[src/rtl/run_result_tx.sv]
// Run controller and result transmitter: releases the CPU on start, times the run, then streams
// HDR, status, count[31:0] (MSB first), ret byte (+ XOR checksum when RUN_RESULT_CHECKSUM_EN is defined).
module run_result_tx #(
  parameter logic [63:0] MAX_CYCLES = 64'd500000,
  parameter logic [7:0]  HDR_BYTE   = 8'hA5
) (
  input  logic        clk,
  input  logic        rst_n,
  input  logic        start,
  input  logic        isHalt,
  input  logic [15:0] ret_val,
  output logic        cpu_run,
  output logic [7:0]  tx_data,
  output logic        tx_valid,
  input  logic        tx_ready,
  output logic        busy,
  output logic        done
);
`ifdef RUN_RESULT_CHECKSUM_EN
  localparam logic [2:0] LAST_IDX = 3'd7;
`else
  localparam logic [2:0] LAST_IDX = 3'd6;
`endif

  typedef enum logic [1:0] {IDLE, RUN, SEND} state_t;
  typedef struct packed {
    logic [7:0]  status;
    logic [31:0] cnt;
    logic [7:0]  ret;
  } result_t;

  state_t      state, state_nxt;
  logic [31:0] count;
  result_t     lat;
  logic [2:0]  idx, idx_n;
  logic        halt_hit, tmo_hit, tx_fire, last_byte;
  logic [7:0]  nxt_byte;
  logic        unused_ret_hi;

  assign unused_ret_hi = ^ret_val[15:8];
  assign cpu_run   = (state == RUN);
  assign busy      = (state != IDLE);
  assign tx_fire   = tx_valid && tx_ready;
  assign last_byte = (idx == LAST_IDX);
  assign idx_n     = idx + 3'd1;

  always_ff @(posedge clk or negedge rst_n) begin
    if (!rst_n) state <= IDLE;
    else        state <= state_nxt;
  end

  // Count is zero-extended so an oversized MAX_CYCLES simply never matches.
  always_comb begin
    state_nxt = state;
    halt_hit  = 1'b0;
    tmo_hit   = 1'b0;
    case (state)
      IDLE: if (start) state_nxt = RUN;
      RUN: begin
        halt_hit = isHalt;
        tmo_hit  = !isHalt && ({32'd0, count} == MAX_CYCLES);
        if (halt_hit || tmo_hit) state_nxt = SEND;
      end
      SEND: if (tx_fire && last_byte) state_nxt = IDLE;
      default: state_nxt = IDLE;
    endcase
  end

  // Byte presented after the current one is accepted.
  always_comb begin
    nxt_byte = HDR_BYTE;
    case (idx_n)
      3'd1: nxt_byte = lat.status;
      3'd2: nxt_byte = lat.cnt[31:24];
      3'd3: nxt_byte = lat.cnt[23:16];
      3'd4: nxt_byte = lat.cnt[15:8];
      3'd5: nxt_byte = lat.cnt[7:0];
      3'd6: nxt_byte = lat.ret;
`ifdef RUN_RESULT_CHECKSUM_EN
      3'd7: nxt_byte = lat.status ^ lat.cnt[31:24] ^ lat.cnt[23:16] ^
                       lat.cnt[15:8] ^ lat.cnt[7:0] ^ lat.ret;
`endif
      default: nxt_byte = HDR_BYTE;
    endcase
  end

  always_ff @(posedge clk or negedge rst_n) begin
    if (!rst_n) begin
      count    <= '0;
      lat      <= '0;
      idx      <= '0;
      tx_valid <= 1'b0;
      tx_data  <= '0;
      done     <= 1'b0;
    end else begin
      done <= 1'b0;
      case (state)
        IDLE: if (start) count <= '0;
        RUN: begin
          count <= count + 32'd1;
          if (halt_hit || tmo_hit) begin
            lat.status <= halt_hit ? 8'h01 : 8'h02;
            lat.cnt    <= count;
            lat.ret    <= ret_val[7:0];
            idx        <= '0;
            tx_valid   <= 1'b1;
            tx_data    <= HDR_BYTE;
          end
        end
        SEND: if (tx_fire) begin
          if (last_byte) begin
            tx_valid <= 1'b0;
            done     <= 1'b1;
          end else begin
            idx     <= idx_n;
            tx_data <= nxt_byte;
          end
        end
        default: ;
      endcase
    end
  end
endmodule

[config.mk]
export PLATFORM = sky130hd
export DESIGN_NAME = run_result_tx
export DESIGN_NICKNAME = d
export VERILOG_FILES = /design/src/rtl/run_result_tx.sv
export SDC_FILE = /design/constraint.sdc
export NUM_CORES = 1
export LEC_CHECK = 0
export BUFFER_PORTS_ARGS = -buffer_cell sky130_fd_sc_hd__buf_2
export CAP_MARGIN = 20
export CORE_ASPECT_RATIO = 0.5
export CORE_MARGIN = 5
export CORE_UTILIZATION = 54
export DETAILED_ROUTE_END_ITERATION = 10
export PLACE_DENSITY_LB_ADDON = 0.3
export SYNTH_ARGS = -nofsm -noshare
export SYNTH_HDL_FRONTEND = slang
export SYNTH_SLANG_ARGS = --single-unit
[constraint.sdc]
create_clock -name clk -period 2.1 [get_ports clk]
set_input_delay 0.315 -clock clk [delete_from_list [all_inputs] [get_ports clk]]
set_output_delay 0.315 -clock clk [all_outputs]
set_load 0.03 [all_outputs]
==> impl_metrics.py <==
metrics = {
    "status": {
        "run_status": "complete, no violations",
    },
    "grt": {
        "grt_pass1_wl_um": 17300,
        "track_usage_pct": 22.77,
        "grt_pass1_vias": 3355,
        "overflow": 0,
        "antenna_found_initial": 0,
        "grt_max_degree": 50,
    },
    "synth": {
        "syn-num-nets": 400,
        "synthArstFlopShare_pct": 100.0,
        "yosysTopAreaCell": "dfrtp_1",
        "ys_ff_latch": 89,
        "yosysSeqAreaShare_pct": 51.05,
        "synth-edff-count": 0,
        "syn_inst": 372,
        "syn_avg_cell_area_um2": 11.73,
        "synth_area_um2": 4363,
        "synth_warnings": 0,
        "synth_ff_type": "dfrtp_1",
        "synth_cell_type_count": 48,
        "synth_top_area_share_pct": 51.05,
        "synth_area_leaders": "dfrtp_1 51%, mux2_4 9.6%, mux2_2 4.6%",
    },
    "floorplan": {
        "coreArea_um2": 7943,
        "io_pins": 33,
        "rows": 23,
        "dieArea_um2": 10090,
        "dieHeight_um": 73.56,
        "initial_core_util_pct": 54.93,
        "die_x_um": 137.1,
    },
    "clocking": {
        "cts.sinks": 89,
        "cts_buffers": 9,
        "htree_levels": 3,
        "cts_root_buf": "clkbuf_16",
        "cts_buffer_depth": 2,
        "cts_tree": "yes",
        "clock_latency_ps": 340,
        "clkTransAtPathRegs_ps": 70,
    },
    "power": {
        "p_sw_mw": 2.016,
        "power_mw": 5.785,
        "clkPwrFrac_pct": 27.6,
        "p_per_area_nw_per_um2": 1109,
        "peakVddDrop_mv": 0.6355,
        "sequentialPowerShare_pct": 38.2,
        "p_int_mw": 3.769,
        "p_leak_nw": 2.444,
        "combinationalPowerShare_pct": 34.2,
        "switching_share_pct": 34.85,
    },
    "worst_setup_path": {
        "crit_chain": "inv_2 > ha_1 > nor4b_4 > nand4_1 > nor2_4 > o21a_1 > buf_12 > mux2_2",
        "max_stage_delay_ps": 390,
        "worstSetupPathType": "reg -> reg",
        "crit_path_start_kind": "flop",
        "cp-end-kind": "flop",
        "critPathSlowestCell": "dfrtp_1",
        "crit_required_ps": 2330,
        "crit_arrival_ps": 2240,
        "crit_fanout": 13,
    },
    "sta": {
        "hold_viol": 0,
        "min_period_over_period_pct": 95.65,
        "rsz0062_at_grt": "false",
        "slew-limit-headroom_pct": 60.41,
        "tightest_slew_ps": 593.9,
        "setup_tns_ps": 0,
        "final-max-slew-violation-count": 0,
        "setup_viol_count_final": 0,
        "fin_crit_ps": 2009,
        "whs_ps": 202.1,
        "clock-skew-final_ps": 5.588,
        "timing.fmax_mhz": 497.8,
        "timing.final.ws_setup_ps": 91.34,
    },
    "final_layout": {
        "finalInstanceArea_um2": 5215,
        "finalNetCount": 458,
        "n_antenna_cell": 0,
        "post_route_cells_drive_above_1_share_pct": 32.41,
        "stdcell_count": 547,
        "utilization_pct": 65.66,
        "area_growth_pct": 19.53,
    },
    "detailed_routing": {
        "drt-wirelength-per-cell_um": 19.02,
        "viasPerCell": 6.152,
        "vias": 3365,
        "drt-total-wl_um": 10400,
        "drt_iter0_drc": 419,
        "drc": 0,
        "first_pass_iters": 6,
        "ant_nets": 0,
    },
    "hold_path": {
        "hold_class": "in -> reg",
    },
    "place": {
        "postPlaceCellArea_um2": 4865,
        "post-dp-hpwl_um": 7575,
        "dp_slack_ps": -94.31,
        "dp.cells": 529,
        "gp_congestion": 0.8536,
        "port_buffers": 24,
    },
    "run": {
        "cap_violations": 0,
    },
}
-- layout make-up --
type	count	area (um^2)
Clock buffer	9	225.2
Sequential cell	89	2227
Timing Repair Buffer	68	505.5
Tap cell	112	140.1
Inverter	6	22.52
Fill cell	554	2728
Multi-Input combinational cell	256	2024
Clock inverter	7	70.07
-- state kept, by name, summed over array words and instances (netlist names) --
signal and flops:
tx_valid 1, idx 3, lat 42, done 1, count 32, state 2
tx_data 8
-- power groups by stage --
stage,sequential [mW],combinational [mW],clock [mW]
after floorplan,2.28,1.25,0
after global placement,2.20,1.84,0
after detailed placement,2.22,1.91,0
after CTS,2.20,1.97,1.61
after global routing,2.24,2.13,1.70
final,2.21,1.98,1.60
-- what timing repair did --
item | 4_1_cts | 5_1_grt
hold buffers | 1 | 0
resized for setup | 3 | 4
endpoints found under the hold margin | 21 | 0
setup buffers | 1 | 0
gates cloned | 0 | 0
setup endpoints to repair | 29 | 14
pin swaps | 2 | 1
-- critical path: cells and delay by family (launching register included) --
kind | cells | cell delay, ps
multiplexers | 1 | 340
adder cells (fa/ha/maj) | 1 | 150
flip-flops | 1 | 390
AO/OA/AOI/OAI | 1 | 190
buffers and inverters | 2 | 220
AND/OR/NAND/NOR | 3 | 590
-- per-layer routing --
layer	track usage [%]	vias to the layer above	part of all wire, %
li1	-	1536	-
met1	32.16	1682	46
met2	34.78	133	45
met3	6.019	14	7.8
met4	6.858	0	1.0
met5	0	-	0
-- cell families (layout without fill, tap and decap cells) --
family,count (synthesis),in the layout,synth area share (%)
compound gates,88,88,14.28
flops,89,89,51.05
fa+ha+maj,7,7,2.007
simple gates,107,107,12.99
mux,53,53,15.89
xor+xnor,1,1,0.3729
buf+inv,27,90,3.412
-- synth_stat cells, types with 3 or more instances --
| cell type | n |
|---|---|
| a21oi_1 | 15 |
| nand2_1 | 38 |
| nor2_1 | 7 |
| o21ai_0 | 16 |
| and4_1 | 6 |
| nand3_1 | 23 |
| ha_1 | 7 |
| a22oi_1 | 5 |
| o32a_1 | 4 |
| buf_1 | 4 |
| buf_2 | 4 |
| inv_1 | 6 |
| dfrtp_1 | 89 |
| nor4b_1 | 5 |
| mux2i_1 | 7 |
| nand4_1 | 12 |
| mux2_2 | 18 |
| and3_1 | 3 |
| clkbuf_1 | 6 |
| mux2_4 | 28 |
| o31ai_1 | 13 |
| a31oi_1 | 3 |
| o211ai_1 | 11 |
| buf_6 | 5 |
| a222oi_1 | 6 |
| o22ai_1 | 4 |
-- cells in the final DEF, fill, tap and decap left out, drive strengths merged, types with 8 or more instances in the layout --
cell type | synthesis | final
mux2 | 46 | 46
dfrtp | 89 | 89
nor2 | 8 | 8
a21oi | 15 | 15
clkbuf | 7 | 9
buf | 14 | 67
o21ai | 17 | 17
nand4 | 12 | 12
o211ai | 11 | 11
o31ai | 14 | 14
nand3 | 23 | 23
nand2 | 38 | 38
-- final timing paths --
check / from / to / slack (ps) / depth (start not counted)
max reg2reg: count[0]$_DFFE_PN0P_ / lat[4]$_DFFE_PN0P_ / 90 / 8
min reg2reg: lat[6]$_DFFE_PN0P_ / lat[6]$_DFFE_PN0P_ / 520 / 1
min in group asynchronous: rst_n / count[9]$_DFFE_PN0P_ / 400 / 2
max: count[0]$_DFFE_PN0P_ / lat[4]$_DFFE_PN0P_ / 90 / 8
min: ret_val[7] / lat[7]$_DFFE_PN0P_ / 200 / 2
max in group asynchronous: rst_n / lat[39]$_DFFE_PN0P_ / 1140 / 3
Power figures use the tool's default switching activity.
